==> src/rtl/pico_core_gen2.sv <==
// pico_core_gen2: byte-loaded 16-bit instruction queue feeding a two-cycle
// IDLE/EXEC micro-core with 8 x XLEN registers, ALU, store and branch units.
module pico_core_gen2 #(
   parameter int unsigned XLEN     = 8,
   parameter int unsigned IQ_DEPTH = 4,
   parameter int unsigned PC_W     = 8
) (
   input  logic                         clk,
   input  logic                         rst,
   input  logic                         ld_valid,
   input  logic [7:0]                   ld_data,
   output logic                         ld_ready,
   input  logic                         flush,
   output logic                         res_valid,
   output logic [2:0]                   res_rd,
   output logic [XLEN-1:0]              res_data,
   output logic                         st_valid,
   output logic [XLEN-1:0]              st_data,
   output logic                         br_taken,
   output logic [PC_W-1:0]              pc,
   output logic [$clog2(IQ_DEPTH):0]    iq_count,
   output logic                         busy
);

   localparam int unsigned AW  = $clog2(IQ_DEPTH);
   localparam int unsigned CW  = AW + 1;
   localparam int unsigned SHW = $clog2(XLEN);

   localparam logic [0:0] IDLE = 1'b0;
   localparam logic [0:0] EXEC = 1'b1;

   localparam logic [1:0] OP_R = 2'b00;
   localparam logic [1:0] OP_I = 2'b01;
   localparam logic [1:0] OP_S = 2'b10;
   localparam logic [1:0] OP_B = 2'b11;

   logic [0:0]      state, state_nxt;
   logic [15:0]     iq_mem [IQ_DEPTH];
   logic [AW-1:0]   wr_ptr, rd_ptr;
   logic [CW-1:0]   count_nxt;
   logic            phase;
   logic [7:0]      low_byte;
   logic [15:0]     ir;
   logic [XLEN-1:0] regs [8];

   logic push, pop;

   // Decoded fields of the instruction currently in EXEC
   logic [1:0]        opcode;
   logic [2:0]        rd, rs1, rs2, funct3;
   logic [4:0]        imm;
   logic signed [4:0] imm_s;
   logic [XLEN-1:0]   rs1_v, rs2_v, alu_v, wb_v;
   logic              wb_en, br_cond;
   logic [PC_W-1:0]   br_off;

   assign opcode = ir[1:0];
   assign rd     = ir[4:2];
   assign rs1    = ir[7:5];
   assign rs2    = ir[10:8];
   assign imm    = ir[12:8];
   assign funct3 = ir[15:13];
   assign imm_s  = imm;
   assign br_off = PC_W'(imm_s);
   assign rs1_v  = regs[rs1];
   assign rs2_v  = regs[rs2];

   // Loader handshake and queue traffic; flush wins over push and pop
   assign push = ld_valid && ld_ready && phase && !flush;
   assign pop  = (state == IDLE) && (iq_count != '0) && !flush;

   always_comb begin
      count_nxt = iq_count;
      if (flush) begin
         count_nxt = '0;
      end else begin
         case ({push, pop})
            2'b10:   count_nxt = iq_count + CW'(1);
            2'b01:   count_nxt = iq_count - CW'(1);
            default: count_nxt = iq_count;
         endcase
      end
   end

   always_comb begin
      state_nxt = state;
      case (state)
         IDLE:    if (pop) state_nxt = EXEC;
         EXEC:    state_nxt = IDLE;
         default: state_nxt = IDLE;
      endcase
   end

   always_comb begin
      alu_v = '0;
      case (funct3)
         3'd0:    alu_v = rs1_v + rs2_v;
         3'd1:    alu_v = rs1_v - rs2_v;
         3'd2:    alu_v = rs1_v & rs2_v;
         3'd3:    alu_v = rs1_v | rs2_v;
         3'd4:    alu_v = rs1_v ^ rs2_v;
         3'd5:    alu_v = rs1_v << rs2_v[SHW-1:0];
         3'd6:    alu_v = rs1_v >> rs2_v[SHW-1:0];
         default: alu_v = XLEN'(rs1_v < rs2_v);
      endcase
   end

   always_comb begin
      br_cond = 1'b0;
      case (funct3[1:0])
         2'b00:   br_cond = (rs1_v == rs2_v);
         2'b01:   br_cond = (rs1_v != rs2_v);
         2'b10:   br_cond = (rs1_v <  rs2_v);
         default: br_cond = (rs1_v >= rs2_v);
      endcase
   end

   always_comb begin
      wb_v  = '0;
      wb_en = 1'b0;
      case (opcode)
         OP_R: begin
            wb_v  = alu_v;
            wb_en = (rd != 3'd0);
         end
         OP_I: begin
            wb_v  = (funct3 == 3'd0) ? rs1_v + XLEN'(imm) : XLEN'(imm);
            wb_en = (rd != 3'd0);
         end
         default: begin
            wb_v  = '0;
            wb_en = 1'b0;
         end
      endcase
   end

   always_ff @(posedge clk or posedge rst) begin
      if (rst) state <= IDLE;
      else     state <= state_nxt;
   end

   // Queue storage carries no reset; validity is tracked by the pointers
   always_ff @(posedge clk) begin
      if (push) iq_mem[wr_ptr] <= {ld_data, low_byte};
   end

   always_ff @(posedge clk or posedge rst) begin
      if (rst) begin
         wr_ptr    <= '0;
         rd_ptr    <= '0;
         iq_count  <= '0;
         phase     <= 1'b0;
         low_byte  <= '0;
         ld_ready  <= 1'b1;
         busy      <= 1'b0;
         ir        <= '0;
         pc        <= '0;
         res_valid <= 1'b0;
         res_rd    <= '0;
         res_data  <= '0;
         st_valid  <= 1'b0;
         st_data   <= '0;
         br_taken  <= 1'b0;
         for (int i = 0; i < 8; i++) regs[i] <= '0;
      end else begin
         iq_count <= count_nxt;
         ld_ready <= (count_nxt != CW'(IQ_DEPTH));
         busy     <= (state_nxt == EXEC) || (count_nxt != '0);

         if (flush) begin
            wr_ptr <= '0;
            rd_ptr <= '0;
            phase  <= 1'b0;
         end else begin
            if (ld_valid && ld_ready) begin
               phase <= !phase;
               if (!phase) low_byte <= ld_data;
            end
            if (push) wr_ptr <= wr_ptr + AW'(1);
            if (pop) begin
               rd_ptr <= rd_ptr + AW'(1);
               ir     <= iq_mem[rd_ptr];
            end
         end

         res_valid <= 1'b0;
         st_valid  <= 1'b0;
         if (state == EXEC) begin
            if (wb_en) begin
               regs[rd]  <= wb_v;
               res_valid <= 1'b1;
               res_rd    <= rd;
               res_data  <= wb_v;
            end
            if (opcode == OP_S) begin
               st_valid <= 1'b1;
               st_data  <= rs2_v;
            end
            if (opcode == OP_B && br_cond) begin
               pc       <= pc + br_off;
               br_taken <= 1'b1;
            end else begin
               pc       <= pc + PC_W'(1);
               br_taken <= 1'b0;
            end
         end
      end
   end

endmodule

==> config.mk <==
export PLATFORM = sky130hd
export DESIGN_NAME = pico_core_gen2
export DESIGN_NICKNAME = d
export VERILOG_FILES = /design/src/rtl/pico_core_gen2.sv
export SDC_FILE = /design/constraint.sdc
export NUM_CORES = 1
export LEC_CHECK = 0
export CAP_MARGIN = 10
export CORE_ASPECT_RATIO = 1.25
export CORE_UTILIZATION = 50
export CTS_CLUSTER_DIAMETER = 80
export DETAILED_ROUTE_END_ITERATION = 8
export PLACE_DENSITY = 0.68
export SLEW_MARGIN = 20
export SYNTH_ARGS = -nofsm -noshare
export SYNTH_HDL_FRONTEND = slang
export SYNTH_SLANG_ARGS = --single-unit
==> constraint.sdc <==
create_clock -name clk -period 6.5 [get_ports clk]
set_input_delay 1.95 -clock clk [delete_from_list [all_inputs] [get_ports clk]]
set_output_delay 1.95 -clock clk [all_outputs]
set_load 0.01 [all_outputs]
==> results of run 1 <==
==> how the worst max path moves through the flow <==
stage	cells after the start	from	to
floorplan	1	rst	br_taken
detailed placement	22	ir[6]	pc[7]
finish	22	ir[6]	pc[7]
global placement	22	ir[6]	pc[7]
CTS	22	ir[6]	pc[7]
global route	22	ir[6]	pc[7]
==> metal layers <==
| metal | vias to the layer above | global-route usage (%) |
|---|---|---|
| li1 | 3115 | - |
| met1 | 3431 | 29.7 |
| met2 | 176 | 44.2 |
| met3 | 50 | 3.47 |
| met4 | 0 | 10.3 |
| met5 | - | 0 |
==> stage by stage <==
stage                     power [mW]  setup WS [ns]  area (um2)  util [%]
after CTS                       4.88          0.683       11800      58.2
after global placement          3.73          0.876       11200      55.1
after detailed placement        3.77          0.734       11200      55.1
after floorplan                 3.14           1.11       10400         -
after global routing            5.12          0.279       11800      58.2
final                           4.85          0.741       11800      58.2
==> sequential cells by signal, summed over array words and instances, names as in the netlist, 2 cells and up <==
signal,cells
iq_count,3
iq_mem,64
ir,16
low_byte,8
pc,8
rd_ptr,2
regs,64
res_data,8
res_rd,3
st_data,8
wr_ptr,2
==> kinds of logic after synthesis <==
| family | synth area share, % |
|---|---|
| and+or+nand+nor | 8.19 |
| buffers and inverters | 3.36 |
| muxes | 22.7 |
| xor gates and xnor gates | 1.85 |
| AOI/OAI and AO/OA | 8.29 |
| DFF | 49.6 |
| adders and majority gates | 6.02 |
==> power by group through the flow <==
stage / Combinational (mW) / Sequential, mW / Clock, mW
floorplan: 1.51 / 1.63 / 0
global placement: 1.94 / 1.79 / 0
detailed placement: 1.96 / 1.81 / 0
CTS: 1.97 / 1.78 / 1.12
global route: 2.14 / 1.82 / 1.16
finish: 1.97 / 1.78 / 1.10
==> worst reg2reg max path, cell delays in order (launching register included) <==
cell      delay, ns
dfrtp_1        0.76
mux4_2         0.58
mux2i_1        0.52
ha_1           0.30
inv_1          0.06
fa_1           0.39
nor2b_1        0.15
o21a_1         0.20
o21a_1         0.20
o311a_1        0.32
nor3_1         0.18
buf_4          0.18
nand2_1        0.10
inv_1          0.12
ha_1           0.23
a21o_1         0.18
a21oi_1        0.22
nor2b_1        0.08
o21a_1         0.18
o41ai_1        0.34
nand2b_1       0.16
o21ai_1        0.07
xor2_1         0.14
==> area by class of cell <==
class                   count  area, um2
fillers                  1600       8450
flip-flops and latches    193       5150
multi-input cells         548       4910
repair buffers             66        611
clock buffers              17        425
well taps                 270        338
clock inverters            15        209
inverters                  38        145
==> placed cells by master (no fill, tap or decap), types with 6 or more instances in the layout <==
cell type / n
mux2_2: 68
nor2b_1: 14
nor2_1: 56
edfxtp_1: 64
ha_1: 42
xnor2_1: 17
nand2_1: 58
mux4_2: 48
clkdlybuf4s50_1: 46
a211oi_1: 11
nor3_1: 13
nand2b_1: 6
mux2i_1: 39
inv_1: 32
a21oi_1: 35
o21ai_1: 13
a21o_1: 8
o21ai_0: 23
buf_4: 20
and2_1: 8
nand3_1: 9
dfrtp_1: 127
clkbuf_16: 17
==> results.yml, run 1 <==
synthesis:
  synth_fp_nets: 882
  synthTopCellsByCount: "dfrtp_1, mux2_2, edfxtp_1"
  synth_edf_count: 64
  syn_inst: 823
  synth-main-ff-cell: "dfrtp_1"
  yosys.area.top_type: "dfrtp_1"
  syn_area_per_cell_um2: 12.6
  ys_types: 66
  synth_top_area_share_pct: 30.8
  yosysMostFrequentCell: "dfrtp_1"
  synthTopCellsByArea: "dfrtp_1, edfxtp_1, mux4_2"
  ys_seq_area_share_pct: 49.6
  syn_area_um2: 10400
  synth-seq-cells: 193
  synthArstFlopShare_pct: 66.8
  yosysWarnings: 0
sta:
  setup_viol: 0
  hold_violations: 0
  slew_headroom_pct: 27.8
  fin_tns_setup_ns: 0
  rsz0062_at_grt: "no"
  fin_hold_ws_ns: 0.400
  fin_skew_ns: 0.0100
  worst_pin_slew_ns: 1.08
  max_freq_ghz: 0.174
  final-max-slew-violation-count: 0
  period_minus_slack_ns: 5.76
  fin_crit_sh_pct: 88.6
cts:
  htreeDepth: 4
  numCtsBuffers: 17
  cts_max_path_buffers: 2
  root_buffer: "clkbuf_16"
  cts.clk_slew.worst_paths_ns: 0.08
  cts_sinks: 193
  tritoncts: "done"
  clock_latency_ns: 0.43
  post_cts_resized: 0
  ctsHoldBuffers: 0
  post-cts-setup-buffers: 0
setup_path:
  cp_slowest_cell: "dfrtp_1"
  r2r_slack_ns: 0.74
  r2r_start: "ir[6]"
  critPathBufInv: 3
  crit_family: "compound AO/OA/AOI/OAI gates"
  critPathMaxStageDelay_ns: 0.76
  critPathArrivalTime_ns: 6.08
  required_ns: 6.82
  crit_fanout: 11
  worst_setup_path_end_kind: "register"
  reg2reg_depth: 22
  path_cells: "mux4_2 > mux2i_1 > ha_1 > inv_1 > fa_1 > nor2b_1 > o21a_1 > o21a_1 > o311a_1 > nor3_1 > buf_4 > nand2_1 > inv_1 > ha_1 > a21o_1 > a21oi_1 > nor2b_1 > o21a_1 > o41ai_1 > nand2b_1 > o21ai_1 > xor2_1"
  crit_top_cell: "o21a_1"
  rr_endpoint: "pc[7]"
  criticalPathCategory: "register to register"
  start_kind: "register"
place:
  portBuffers: 46
  dp_hpwl_um: 18100
  place.gp.congestion: 0.892
  dp.cells: 1115
global_route:
  overflow: 0
  grt_pass1_wl_um: 38900
  grt_max_degree: 73
  grt_pass1_vias: 7059
  antenna_found_initial: 0
  grt_util_all_layers_pct: 24.8
hold_path:
  hold_start: "regs[61]"
  hold_path.class: "register to register"
  holdPathStages: 0
  hold_end: "regs[61]"
detailed_routing:
  ant_nets: 0
  wl_um: 24500
  wl_per_cell_um: 21.4
  routed-wl-met2_um: 13200
  wl_met3_um: 680
  num_vias: 6772
  post-route-drc-count: 0
  viasPerCell: 5.90
  top_layer: "met4"
  first_pass_iters: 6
  wl_met1_um: 9850
  drtIter0Drc: 391
power_and_ir_drop:
  switchingPower_mw: 1.92
  power_frac_comb_pct: 40.7
  switching_share_pct: 39.6
  clkPwrFrac_pct: 22.6
  ir_drop_mv: 0.235
  internal_power_mw: 2.93
  power.static_leakage_nw: 4.99
  seq_power_share_pct: 36.7
  power_density_nw_per_um2: 411
floorplan:
  die_area_um2: 21400
  core_um2: 20200
  rows: 58
  die_h_um: 163
  num_io_pins: 47
  initial_core_util_pct: 51.3
  fp.dieW_um: 131
finish:
  diodes: 0
  fin_nets: 923
  drive_gt1_share_pct: 22.0
  layoutNonFillerInstCount: 1147
  area_growth_pct: 13.4
run:
  drv_cap: 0
outcome:
  outcome: "finished clean"
(Power assumes the default switching activity.)
==> inputs of run 2 (changes only) <==
--- a/config.mk
+++ b/config.mk
@@ -7,10 +7,9 @@
 export LEC_CHECK = 0
 export CAP_MARGIN = 10
 export CORE_ASPECT_RATIO = 1.25
-export CORE_UTILIZATION = 50
-export CTS_CLUSTER_DIAMETER = 80
+export CORE_UTILIZATION = 35
+export CTS_CLUSTER_DIAMETER = 30
 export DETAILED_ROUTE_END_ITERATION = 8
-export PLACE_DENSITY = 0.68
 export SLEW_MARGIN = 20
 export SYNTH_ARGS = -nofsm -noshare
 export SYNTH_HDL_FRONTEND = slang
==> run 2 against run 1 <==
  * Non-clock buffer count fell by 2
  * Hold slack improved by 0.0029 ns
  * Critical path depth decreased by 1
  * Critical path type unchanged
  * Critical endpoint unchanged
  * Sequential power hardly changed
  * Clock power fell by 6%
==> results.yml, run 2 (synthesized netlist as in run 1, its figures left out) <==
outcome:
  outcome: "finished clean"
detailed_routing:
  num_vias: 6702
  first_pass_iters: 5
  drtIter0Drc: 445
  wl_um: 24100
  wl_per_cell_um: 19.0
  viasPerCell: 5.27
  ant_nets: 0
  post-route-drc-count: 0
setup_path:
  start_kind: "register"
  critPathArrivalTime_ns: 5.91
  reg2reg_depth: 21
  rr_endpoint: "pc[7]"
  r2r_start: "ir[8]"
  critPathMaxStageDelay_ns: 0.80
  crit_family: "simple AND/OR/NAND/NOR gates"
  path_cells: "buf_4 > mux4_2 > mux2i_1 > ha_1 > nor4_1 > nand2_1 > xnor2_1 > o211ai_1 > nor3_1 > buf_4 > nand2_1 > inv_1 > ha_1 > a21o_1 > a21oi_1 > nor2b_1 > o21a_1 > o41ai_1 > nand2b_1 > o21ai_1 > xor2_1"
  r2r_slack_ns: 0.91
  criticalPathCategory: "register to register"
  required_ns: 6.83
  critPathBufInv: 3
  crit_fanout: 13
  cp_slowest_cell: "dfrtp_1"
  worst_setup_path_end_kind: "register"
cts:
  cts_sinks: 193
  clock_latency_ns: 0.44
  root_buffer: "clkbuf_16"
  ctsHoldBuffers: 0
  htreeDepth: 4
  numCtsBuffers: 17
  tritoncts: "done"
  post_cts_resized: 0
  cts.clk_slew.worst_paths_ns: 0.08
  post-cts-setup-buffers: 0
  cts_max_path_buffers: 2
sta:
  period_minus_slack_ns: 5.59
  final-max-slew-violation-count: 0
  setup_viol: 0
  slew_headroom_pct: 28.9
  max_freq_ghz: 0.179
  layout_setup_ws_ns: 0.913
  fin_tns_setup_ns: 0
  rsz0062_at_grt: "no"
  fin_crit_sh_pct: 85.9
  worst_pin_slew_ns: 1.06
  hold_violations: 0
  fin_skew_ns: 0.0137
finish:
  diodes: 0
  nFillCells: 2795
  postLayoutCellArea_um2: 11900
  fin_nets: 921
  layout_common_cells: "dfrtp_1, mux2_2, edfxtp_1"
  drive_gt1_share_pct: 21.1
  reg.largest.list: "iq_mem x64, regs x64, ir x16"
  area_growth_pct: 14.2
  final_common_cell: "dfrtp_1"
  final_util_pct: 40.6
power_and_ir_drop:
  power.static_leakage_nw: 4.96
  ir_drop_mv: 0.213
  power_density_nw_per_um2: 400
place:
  portBuffers: 46
  dp_hpwl_um: 17600
  place.gp.congestion: 0.950
  placed_cell_area_um2: 11300
  pre_cts_slack_ns: 0.911
run:
  drv_cap: 0
global_route:
  grt_max_degree: 104
  grt_pass1_vias: 6843
  grt_pass1_wl_um: 38700
  antenna_found_initial: 0
  overflow: 0
  grt_util_all_layers_pct: 16.8
floorplan:
  core_um2: 29300
  num_io_pins: 47
  die_h_um: 195
  fp.dieW_um: 156
  die_area_um2: 30400
  rows: 70
  initial_core_util_pct: 35.5
hold_path:
  holdPathStages: 0
  hold_path.class: "register to register"
  hold_end: "regs[56]"
  hold_start: "regs[56]"
==> run 2: changes by cell type in the layout (fill, tap and decap cells not counted), sizes merged <==
cell / change
inv: -4
clkbuf: +3
buf: -2
bufinv: +1
==> run 2: final cells by class <==
class | instances | area [um2] | area share, %
well taps | 396 | 495 | 4.17
repair buffers | 64 | 596 | 5.02
flip-flops and latches | 193 | 5150 | 43.4
inverters | 38 | 148 | 1.24
multi-input cells | 548 | 4900 | 41.3
clock inverters | 12 | 141 | 1.19
clock buffers | 20 | 437 | 3.68
==> run 2: metrics by stage <==
step / hold WS (ns) / total power, mW / instances
2_1_floorplan: 0.441 / 3.14 / 823
3_3_place_gp: 0.386 / 3.73 / 1239
3_5_place_dp: 0.385 / 3.75 / 1239
4_1_cts: 0.402 / 4.79 / 1271
5_1_grt: 0.417 / 5.04 / 1271
6_report: 0.403 / 4.75 / 1271
==> run 2: worst register-to-register path: cells and delay by family (launching register included) <==
kind,cells,cell delay (ns)
and+or+nand+nor,6,1.10
AOI/OAI and AO/OA,6,1.08
muxes,2,0.95
DFF,1,0.80
adders and majority gates,2,0.64
buffers and inverters,3,0.60
xor gates and xnor gates,2,0.31
==> run 2: routing by layer <==
metal | vias up | GRT usage (%) | wire length, um
li1 | 3102 | - | -
met4 | 0 | 8.24 | 809
met3 | 46 | 2.50 | 815
met1 | 3379 | 21.1 | 10300
met2 | 175 | 28.2 | 12200
met5 | - | 0 | 0
==> run 2: worst max-delay path by stage <==
| stage | start | end | cells past startpoint |
|---|---|---|---|
| after floorplan | rst | br_taken | 1 |
| after global placement | ir[8] | pc[7] | 21 |
| after detailed placement | ir[8] | pc[7] | 21 |
| after CTS | ir[8] | pc[7] | 21 |
| after global routing | ir[8] | pc[7] | 21 |
| final | ir[8] | pc[7] | 21 |
==> run 2: power by group <==
group          switching (mW)  total [mW]  internal [mW]  leakage (nW)
registers               0.302        1.76           1.46          2.30
logic                    1.04        1.96          0.920          2.38
clock network           0.484        1.03          0.546         0.280
total                    1.83        4.75           2.93          4.96
